==> src/rtl/snake_pkg.sv <==
// Shared types and constants for the snake overlay: direction codes, FSM
// states, grid segment coordinates and the overlay colours.
package snake_pkg;

    typedef enum logic [1:0] {
        DIR_RIGHT = 2'b00,
        DIR_DOWN  = 2'b01,
        DIR_LEFT  = 2'b10,
        DIR_UP    = 2'b11
    } dir_e;

    typedef enum logic [1:0] {
        IDLE = 2'd0,
        INIT = 2'd1,
        RUN  = 2'd2,
        DEAD = 2'd3
    } state_e;

    typedef struct packed {
        logic [5:0] x;
        logic [5:0] y;
    } seg_t;

    typedef struct packed {
        logic [11:0] hc;
        logic [11:0] vc;
        logic        hs;
        logic        vs;
        logic        hb;
        logic        vb;
    } tim_t;

    localparam logic [11:0] SNAKE_HEAD_RGB = 12'hF00;
    localparam logic [11:0] SNAKE_BODY_RGB = 12'h0F0;
    localparam logic [11:0] SNAKE_DEAD_RGB = 12'h888;

endpackage

==> src/rtl/snake_next_head.sv <==
// Combinational next-head: filters a reversing direction request, then steps
// the head one cell with toroidal wrap at the grid edges.
module snake_next_head
    import snake_pkg::*;
#(
    parameter int GRID_W = 50,
    parameter int GRID_H = 37
) (
    input  seg_t       head_i,
    input  logic [1:0] cur_dir_i,
    input  logic [1:0] req_dir_i,
    output logic [1:0] dir_o,
    output seg_t       head_o
);

    always_comb begin
        dir_o  = (req_dir_i == (cur_dir_i ^ 2'b10)) ? cur_dir_i : req_dir_i;
        head_o = head_i;
        case (dir_o)
            DIR_RIGHT: head_o.x = (head_i.x == 6'(GRID_W - 1)) ? 6'd0 : head_i.x + 6'd1;
            DIR_LEFT:  head_o.x = (head_i.x == 6'd0) ? 6'(GRID_W - 1) : head_i.x - 6'd1;
            DIR_DOWN:  head_o.y = (head_i.y == 6'(GRID_H - 1)) ? 6'd0 : head_i.y + 6'd1;
            DIR_UP:    head_o.y = (head_i.y == 6'd0) ? 6'(GRID_H - 1) : head_i.y - 6'd1;
            default:   head_o = head_i;
        endcase
    end

endmodule

==> src/rtl/draw_snake.sv <==
// Snake overlay stage: 2-cycle draw pipeline over the background stream plus
// the movement FSM, which only updates segments right after a vblank rise.
module draw_snake
    import snake_pkg::*;
#(
    parameter int          CELL_LOG2 = 4,
    parameter int          GRID_W    = 50,
    parameter int          GRID_H    = 37,
    parameter int          MAX_LEN   = 32,
    parameter int          INIT_LEN  = 3,
    parameter int          MOVE_DIV  = 8,
    parameter logic [11:0] HEAD_RGB  = SNAKE_HEAD_RGB,
    parameter logic [11:0] BODY_RGB  = SNAKE_BODY_RGB,
    parameter logic [11:0] DEAD_RGB  = SNAKE_DEAD_RGB
) (
    input  logic        pclk,
    input  logic        rst,
    input  logic [11:0] hcount_in,
    input  logic [11:0] vcount_in,
    input  logic        hsync_in,
    input  logic        vsync_in,
    input  logic        hblnk_in,
    input  logic        vblnk_in,
    input  logic [11:0] rgb_in,
    input  logic [1:0]  dir_in,
    input  logic        grow,
    input  logic        start,
    output logic [11:0] hcount_out,
    output logic [11:0] vcount_out,
    output logic        hsync_out,
    output logic        vsync_out,
    output logic        hblnk_out,
    output logic        vblnk_out,
    output logic [11:0] rgb_out,
    output logic [5:0]  len_out,
    output logic        dead
);

    localparam int CW = 12 - CELL_LOG2;
    localparam int DW = $clog2(MOVE_DIV + 1);

    state_e        state_q, state_d;
    seg_t          seg_q [MAX_LEN];
    seg_t          seg_d [MAX_LEN];
    logic [5:0]    len_q, len_d;
    logic [DW-1:0] div_q, div_d;
    logic          gp_q, gp_d;
    logic [1:0]    dir_q, dir_d;
    logic          vb_prev_q;

    tim_t          tim1_q, tim2_q;
    logic [11:0]   rgb1_q, rgb2_q, rgb_d;
    logic          hit_head_q, hit_body_q, hit_head_d, hit_body_d;

    logic [CW-1:0] cx, cy;
    logic          in_grid, tick, step, growing, collide;
    logic [1:0]    nd;
    seg_t          nh;

    // ---------------- draw pipeline ----------------
    assign cx      = hcount_in[11:CELL_LOG2];
    assign cy      = vcount_in[11:CELL_LOG2];
    assign in_grid = (cx < CW'(GRID_W)) && (cy < CW'(GRID_H));

    always_comb begin
        hit_head_d = 1'b0;
        hit_body_d = 1'b0;
        for (int i = 0; i < MAX_LEN; i++) begin
            if (in_grid && (6'(i) < len_q) &&
                cx == CW'(seg_q[i].x) && cy == CW'(seg_q[i].y)) begin
                if (i == 0) hit_head_d = 1'b1;
                else        hit_body_d = 1'b1;
            end
        end
    end

    always_comb begin
        rgb_d = rgb1_q;
        if (hit_head_q || hit_body_q)
            rgb_d = (state_q == DEAD) ? DEAD_RGB : (hit_head_q ? HEAD_RGB : BODY_RGB);
        if (tim1_q.hb || tim1_q.vb)
            rgb_d = 12'h000;
    end

    always_ff @(posedge pclk or negedge rst) begin
        if (!rst) begin
            tim1_q     <= '0;
            tim2_q     <= '0;
            rgb1_q     <= '0;
            rgb2_q     <= '0;
            hit_head_q <= 1'b0;
            hit_body_q <= 1'b0;
        end else begin
            tim1_q     <= '{hcount_in, vcount_in, hsync_in, vsync_in, hblnk_in, vblnk_in};
            tim2_q     <= tim1_q;
            rgb1_q     <= rgb_in;
            rgb2_q     <= rgb_d;
            hit_head_q <= hit_head_d;
            hit_body_q <= hit_body_d;
        end
    end

    assign {hcount_out, vcount_out, hsync_out, vsync_out, hblnk_out, vblnk_out} = tim2_q;
    assign rgb_out = rgb2_q;
    assign len_out = len_q;
    assign dead    = (state_q == DEAD);

    // ---------------- movement ----------------
    snake_next_head #(.GRID_W(GRID_W), .GRID_H(GRID_H)) u_next_head (
        .head_i    (seg_q[0]),
        .cur_dir_i (dir_q),
        .req_dir_i (dir_in),
        .dir_o     (nd),
        .head_o    (nh)
    );

    assign tick    = vblnk_in & ~vb_prev_q;
    assign step    = tick && (div_q == DW'(MOVE_DIV - 1));
    assign growing = (gp_q | grow) && (len_q < 6'(MAX_LEN));

    // The tail cell is vacated during a non-growing step, so it cannot kill.
    always_comb begin
        collide = 1'b0;
        for (int i = 0; i < MAX_LEN; i++) begin
            if ((6'(i) < len_q) && !((6'(i) == len_q - 6'd1) && !growing) && seg_q[i] == nh)
                collide = 1'b1;
        end
    end

    always_comb begin
        state_d = state_q;
        seg_d   = seg_q;
        len_d   = len_q;
        div_d   = div_q;
        gp_d    = gp_q;
        dir_d   = dir_q;
        case (state_q)
            IDLE: if (start) state_d = INIT;
            INIT: begin
                for (int i = 0; i < INIT_LEN; i++)
                    seg_d[i] = '{x: 6'(GRID_W / 2 - i), y: 6'(GRID_H / 2)};
                len_d   = 6'(INIT_LEN);
                dir_d   = DIR_RIGHT;
                div_d   = '0;
                gp_d    = 1'b0;
                state_d = RUN;
            end
            RUN: begin
                if (start) begin
                    state_d = INIT;
                end else if (step) begin
                    div_d = '0;
                    dir_d = nd;
                    if (collide) begin
                        state_d = DEAD;
                    end else begin
                        for (int i = 1; i < MAX_LEN; i++) seg_d[i] = seg_q[i-1];
                        seg_d[0] = nh;
                        if (growing) len_d = len_q + 6'd1;
                        gp_d = 1'b0;
                    end
                end else begin
                    if (tick) div_d = div_q + DW'(1);
                    if (grow) gp_d = 1'b1;
                end
            end
            DEAD: if (start) state_d = INIT;
            default: state_d = IDLE;
        endcase
    end

    always_ff @(posedge pclk or negedge rst) begin
        if (!rst) begin
            state_q   <= IDLE;
            for (int i = 0; i < MAX_LEN; i++) seg_q[i] <= '0;
            len_q     <= '0;
            div_q     <= '0;
            gp_q      <= 1'b0;
            dir_q     <= DIR_RIGHT;
            vb_prev_q <= 1'b0;
        end else begin
            state_q   <= state_d;
            seg_q     <= seg_d;
            len_q     <= len_d;
            div_q     <= div_d;
            gp_q      <= gp_d;
            dir_q     <= dir_d;
            vb_prev_q <= vblnk_in;
        end
    end

endmodule

==> config.mk <==
export PLATFORM = sky130hd
export DESIGN_NAME = draw_snake
export DESIGN_NICKNAME = d
export VERILOG_FILES = /design/src/rtl/snake_pkg.sv /design/src/rtl/snake_next_head.sv /design/src/rtl/draw_snake.sv
export SDC_FILE = /design/constraint.sdc
export NUM_CORES = 1
export LEC_CHECK = 0
export ABC_AREA = 1
export BUFFER_PORTS_ARGS = -buffer_cell sky130_fd_sc_hd__buf_4
export CAP_MARGIN = 25
export CELL_PAD_IN_SITES_DETAIL_PLACEMENT = 2
export CELL_PAD_IN_SITES_GLOBAL_PLACEMENT = 2
export CORE_MARGIN = 2
export CORE_UTILIZATION = 25
export DETAILED_ROUTE_END_ITERATION = 6
export GPL_TIMING_DRIVEN = 0
export HOLD_SLACK_MARGIN = 0.02
export PLACE_DENSITY_LB_ADDON = 0.25
export SLEW_MARGIN = 20
export SYNTH_ARGS = -nofsm -noshare
export SYNTH_HDL_FRONTEND = slang
export SYNTH_HIERARCHICAL = 1
export SYNTH_SLANG_ARGS = --single-unit
==> constraint.sdc <==
create_clock -name pclk -period 3.15 [get_ports pclk]
set_clock_uncertainty 0.15 [all_clocks]
set_input_delay 0 -clock pclk [delete_from_list [all_inputs] [get_ports pclk]]
set_output_delay 0 -clock pclk [all_outputs]
set_load 0.01 [all_outputs]
Word-level counts from Yosys, hierarchy flattened
Index checks and enable logic that the tools add are counted.

Register bits: 481. Input port bits: 46. Output and inout bits: 47. Word-level logic and storage cells: 625.

Add/sub/neg operators: 7. Order comparisons: 35. Equal/unequal tests: 147. Mux-type cells: 101. Bitwise gates (word level): 6. Reductions and logical operators: 244.

Operators by type and width (count): two-way mux 384 bit (3); equality test 8 x 6 -> 1 bit (64); equality test 12 bit (32); logical AND 1 bit (195); equality test 5 x 6 -> 1 bit (first input constant) (16); < comparator 5 x 6 -> 1 bit (first input constant) (16); one-hot mux 36 bit (2 select lines) (1); two-way mux 1 bit (68); equality test 4 x 6 -> 1 bit (first input constant) (8); < comparator 4 x 6 -> 1 bit (first input constant) (8); two-way mux 12 bit (4); two-way mux 6 bit (8); one-hot mux 6 bit (2 select lines) (3); zero test 1 bit (33); equality test 3 x 6 -> 1 bit (first input constant) (4); < comparator 3 x 6 -> 1 bit (first input constant) (4); adder 6 x 1 -> 6 bit (second input constant) (3); zero test 6 bit (3); subtractor 6 x 1 -> 6 bit (second input constant) (3); < comparator 8 x 6 -> 1 bit (second input constant) (2); != test 3 bit (second input constant) (5); two-way mux 2 bit (7); equality test 2 x 6 -> 1 bit (first input constant) (2); equality test 6 bit (second input constant) (2); 26 further kinds (46).

Depth between registers and ports, before layout
Word-level depth: 43. Gate-level depth with buffers: 30. Mapped depth without buffers: 29.

By module
Netlist, hierarchy kept.

By module, submodules not included: draw_snake (times used 1, cells each 3950, area an instance 28892.7 sq um, sequential area each 12036.5 sq um); snake_next_head (times used 1, cells each 165, area an instance 893.4 sq um, sequential area each 0.0 sq um).

Worst setup path before layout
Ideal clock, no wire load.

Path kind: reg-to-reg. Start point: reg seg_q[372] in the netlist's numbering. End point: reg seg_q[382] in the netlist's numbering. Setup time: 134 ps. Arrival: 3065 ps. Data required time: 2866 ps. Slack: -199 ps. Cell stages (with the launch flop): 29. Path buffers: 4. Clock period less this slack: 3349 ps. Cells stage by stage: dfrtp_1 inv_2 ha_1 inv_1 nor2_1 nand3_1 inv_1 nor2_1 nand2_1 nand3_1 buf_2 clkinv_1 buf_2 o21ai_0 nor2_1 nand3b_1 nor2_1 nand2_1 nand2_1 nor2_1 nand2_1 nor2_1 nand2_1 nor2_4 inv_2 buf_2 buf_2 nor2_1 a21oi_1.

RTL lines: start: declaration (line draw_snake.sv:43) `seg_t seg_q [MAX_LEN];`; start signal: assignment (line draw_snake.sv:183) `seg_q <= seg_d;`.

==> flow_summary.ini <==
[setup_path]
slowest_delay_ns = 0.40
reg2reg_depth = 29
cp.arrival_ns = 4.77
path_class = reg2reg
start_kind = flop
cp-end-kind = flop
path_common_cell = nand2_1
startpoint = seg_q[372]
regToRegStartpoint = seg_q[372]
cp_data_required_time_ns = 3.60
cp_max_fo = 7
critPathSlowestCell = dfrtp_2

[route]
wl_per_cell_um = 33.5
first_pass_iters = 7
detail-route-antenna-nets = 0
via_count = 33300
drt_iter0_markers = 3360
drt_wl_total_um = 206000
post-route-drc-count = 1
avgViaCountPerCell = 5.41

[timing]
tns_ns = -418.56
rsz0062_at_grt = yes
worst_pin_slew_ns = 1.17
hold_viol = 0
setup_ws_ns = -1.16
final.period_utilization_pct = 137
holdWs_ns = 0.0565
slew_viol_final = 0
max_freq_mhz = 232
setup_viol = 395
period_needed_ns = 4.31
relSlewSlack_pct = 21.0

[global_routing]
grtUsageTotal_pct = 32.5
grt_first_pass_wirelength_um = 274000
grt_max_degree = 86
overflow = 0
gr-usage-met1_pct = 42.0
antenna_found_initial = 24
grt_pass1_vias = 33700
top_usage_layer = met2
gr-usage-met3_pct = 6.71
met2_usage_pct = 49.3

[yosys]
synth_nets = 4179
synth_largest_area_cell = dfrtp_1
netlist.area_leader.share_pct = 40.4
yosysSeqAreaShare_pct = 40.4
async_flop_share_pct = 100
ys_seq_elements = 481
yosysWarnings = 6
synth.area.top_cells = dfrtp_1, nand2_1, xnor2_1, xor2_1, inv_1
synth_edf_count = 0
syn_area_per_cell_um2 = 7.24
synth-main-ff-cell = dfrtp_1
syn_inst = 4115
synthTopCellsByCount = nand2_1, dfrtp_1, inv_1, nor2_1, o21ai_0
synth_cell_type_count = 43
synthesis.area_um2 = 29800
yosysMostFrequentCell = nand2_1

[status]
violations = design-rule violations, negative setup slack
run_status = finished, violations left

[final_layout]
n_fill_cell = 13400
regArea_um2 = 12100
layout-drive-gt1-share_pct = 19.9
syn_to_final_growth_pct = 38.8
final_cells = 6151
multi_input_area_um2 = 16300
fin_nets = 4616
final_area_um2 = 41400

[placed_design]
post-place-ws_ns = -2.73
io_buffers = 92
place.detailed.hpwl_um = 135000
gp_congestion = 0.962
place_area_um2 = 33200
place_inst = 5766

[cts]
cts_sinks = 481
ctsHtreeMaxLevel = 3
cts_buffers = 69
clockBufferDepth = 3
root_buffer = clkbuf_16
cts_tree = done
clk_pin_slew_ns = 0.06
clock_latency_ns = 0.69

[die]
die_x_um = 349
die_y_um = 349
io_pins = 93
dieArea_um2 = 122000
num_rows = 126
core_area_um2 = 118000
initial_core_util_pct = 25.2

[power_and_ir_drop]
power_density_nw_per_um2 = 567
p_leak_nw = 19.0
ir_drop_uv = 434

[min_path]
hold_path_class = in2reg
worstHoldPathCells = 5
min_from = start

[flow_run]
max_cap_viol_count = 0
## registers in the layout (all words and copies together) (netlist names), 2 cells and up
register and count:
dir_q 2, div_q 4, hcount_out 12, len_out 6
rgb1_q 12, rgb_out 12, seg_q 384, state_q 2
tim1_q 27, vcount_out 12
## stage by stage
step	power (mW)	utilization, %
floorplan	10.1	-
global placement	12.9	27.6
detailed placement	13.1	28.1
CTS	22.7	33.4
global route	24.1	35.0
finish	23.4	35.0
## report_power, final
group          leakage [nW]  total, mW  switching (mW)  internal (mW)
logic                  12.4       8.08            5.31           2.77
registers              5.42       7.10           0.543           6.56
clock network          1.13       8.26            3.45           4.80
## worst paths after layout
check                           endpoint  slack [ns]
min in group asynchronous     seg_q[140]        0.36
hold reg to reg            vcount_out[0]        0.19
setup reg to reg              seg_q[270]       -1.16
setup / recovery              seg_q[270]       -1.16
hold / removal                state_q[1]        0.06
max in group asynchronous      vblnk_out        1.24
## metal layers
layer | wire length, µm | up-vias
li1 | - | 13900
met3 | 17200 | 524
met5 | 39 | -
met4 | 15200 | 6
met2 | 88600 | 1575
met1 | 84800 | 17300
## final cells by class
class                           count  area share [%]
Antenna cell                        7          0.0424
Buffer                            221            6.58
Clock buffer                      106            5.03
Clock inverter                     21           0.502
Inverter                          417            4.11
Multi-Input combinational cell   2994            39.3
Sequential cell                   481            29.1
Tap cell                         1536            4.65
Timing Repair Buffer              368            10.6
## logic make-up (layout without fill, tap and decap cells)
logic type	after synthesis	in the layout	synth area share [%]
AOI/OAI and AO/OA	546	546	9.50
xor gates and xnor gates	419	419	12.3
adders and majority gates	18	18	0.756
buffers and inverters	640	1133	9.13
DFF	481	481	40.4
other	0	7	0
and+or+nand+nor	2011	2011	27.9
## cells in the final DEF (no fill, tap or decap), drive strengths merged, types with 2 or more instances in the layout
cell	instances
diode	7
nand3b	3
clkinv	19
nor4	26
inv	409
a22o	2
dlygate4sd3	87
a2111oi	2
o211ai	2
nor3	57
xnor2	220
buf	410
bufinv	3
o21ai	455
ha	18
nor2	331
clkbuf	197
nand2	1352
nor4b	5
dfrtp	481
clkinvlp	7
a31oi	2
a21oi	43
or2	3
o22ai	32
xor2	199
o2111ai	5
nand3	114
nand4	118
## critical path, delay by kind of cell (launching register included)
family          cells  cell delay (ns)
buf+inv            11             1.62
simple gates       15             1.60
flops               1             0.40
xor+xnor            2             0.33
compound gates      1             0.08
## what timing repair did
item | CTS | global route
hold endpoints to repair | 279 | 0
gates resized for setup | 462 | 349
buffers inserted | 91 | 44
endpoints found under the setup margin | 394 | 395
pin swaps | 43 | 62
hold buffers | 88 | 0
cloned | 18 | 19
Power figures use the tool's default switching activity.
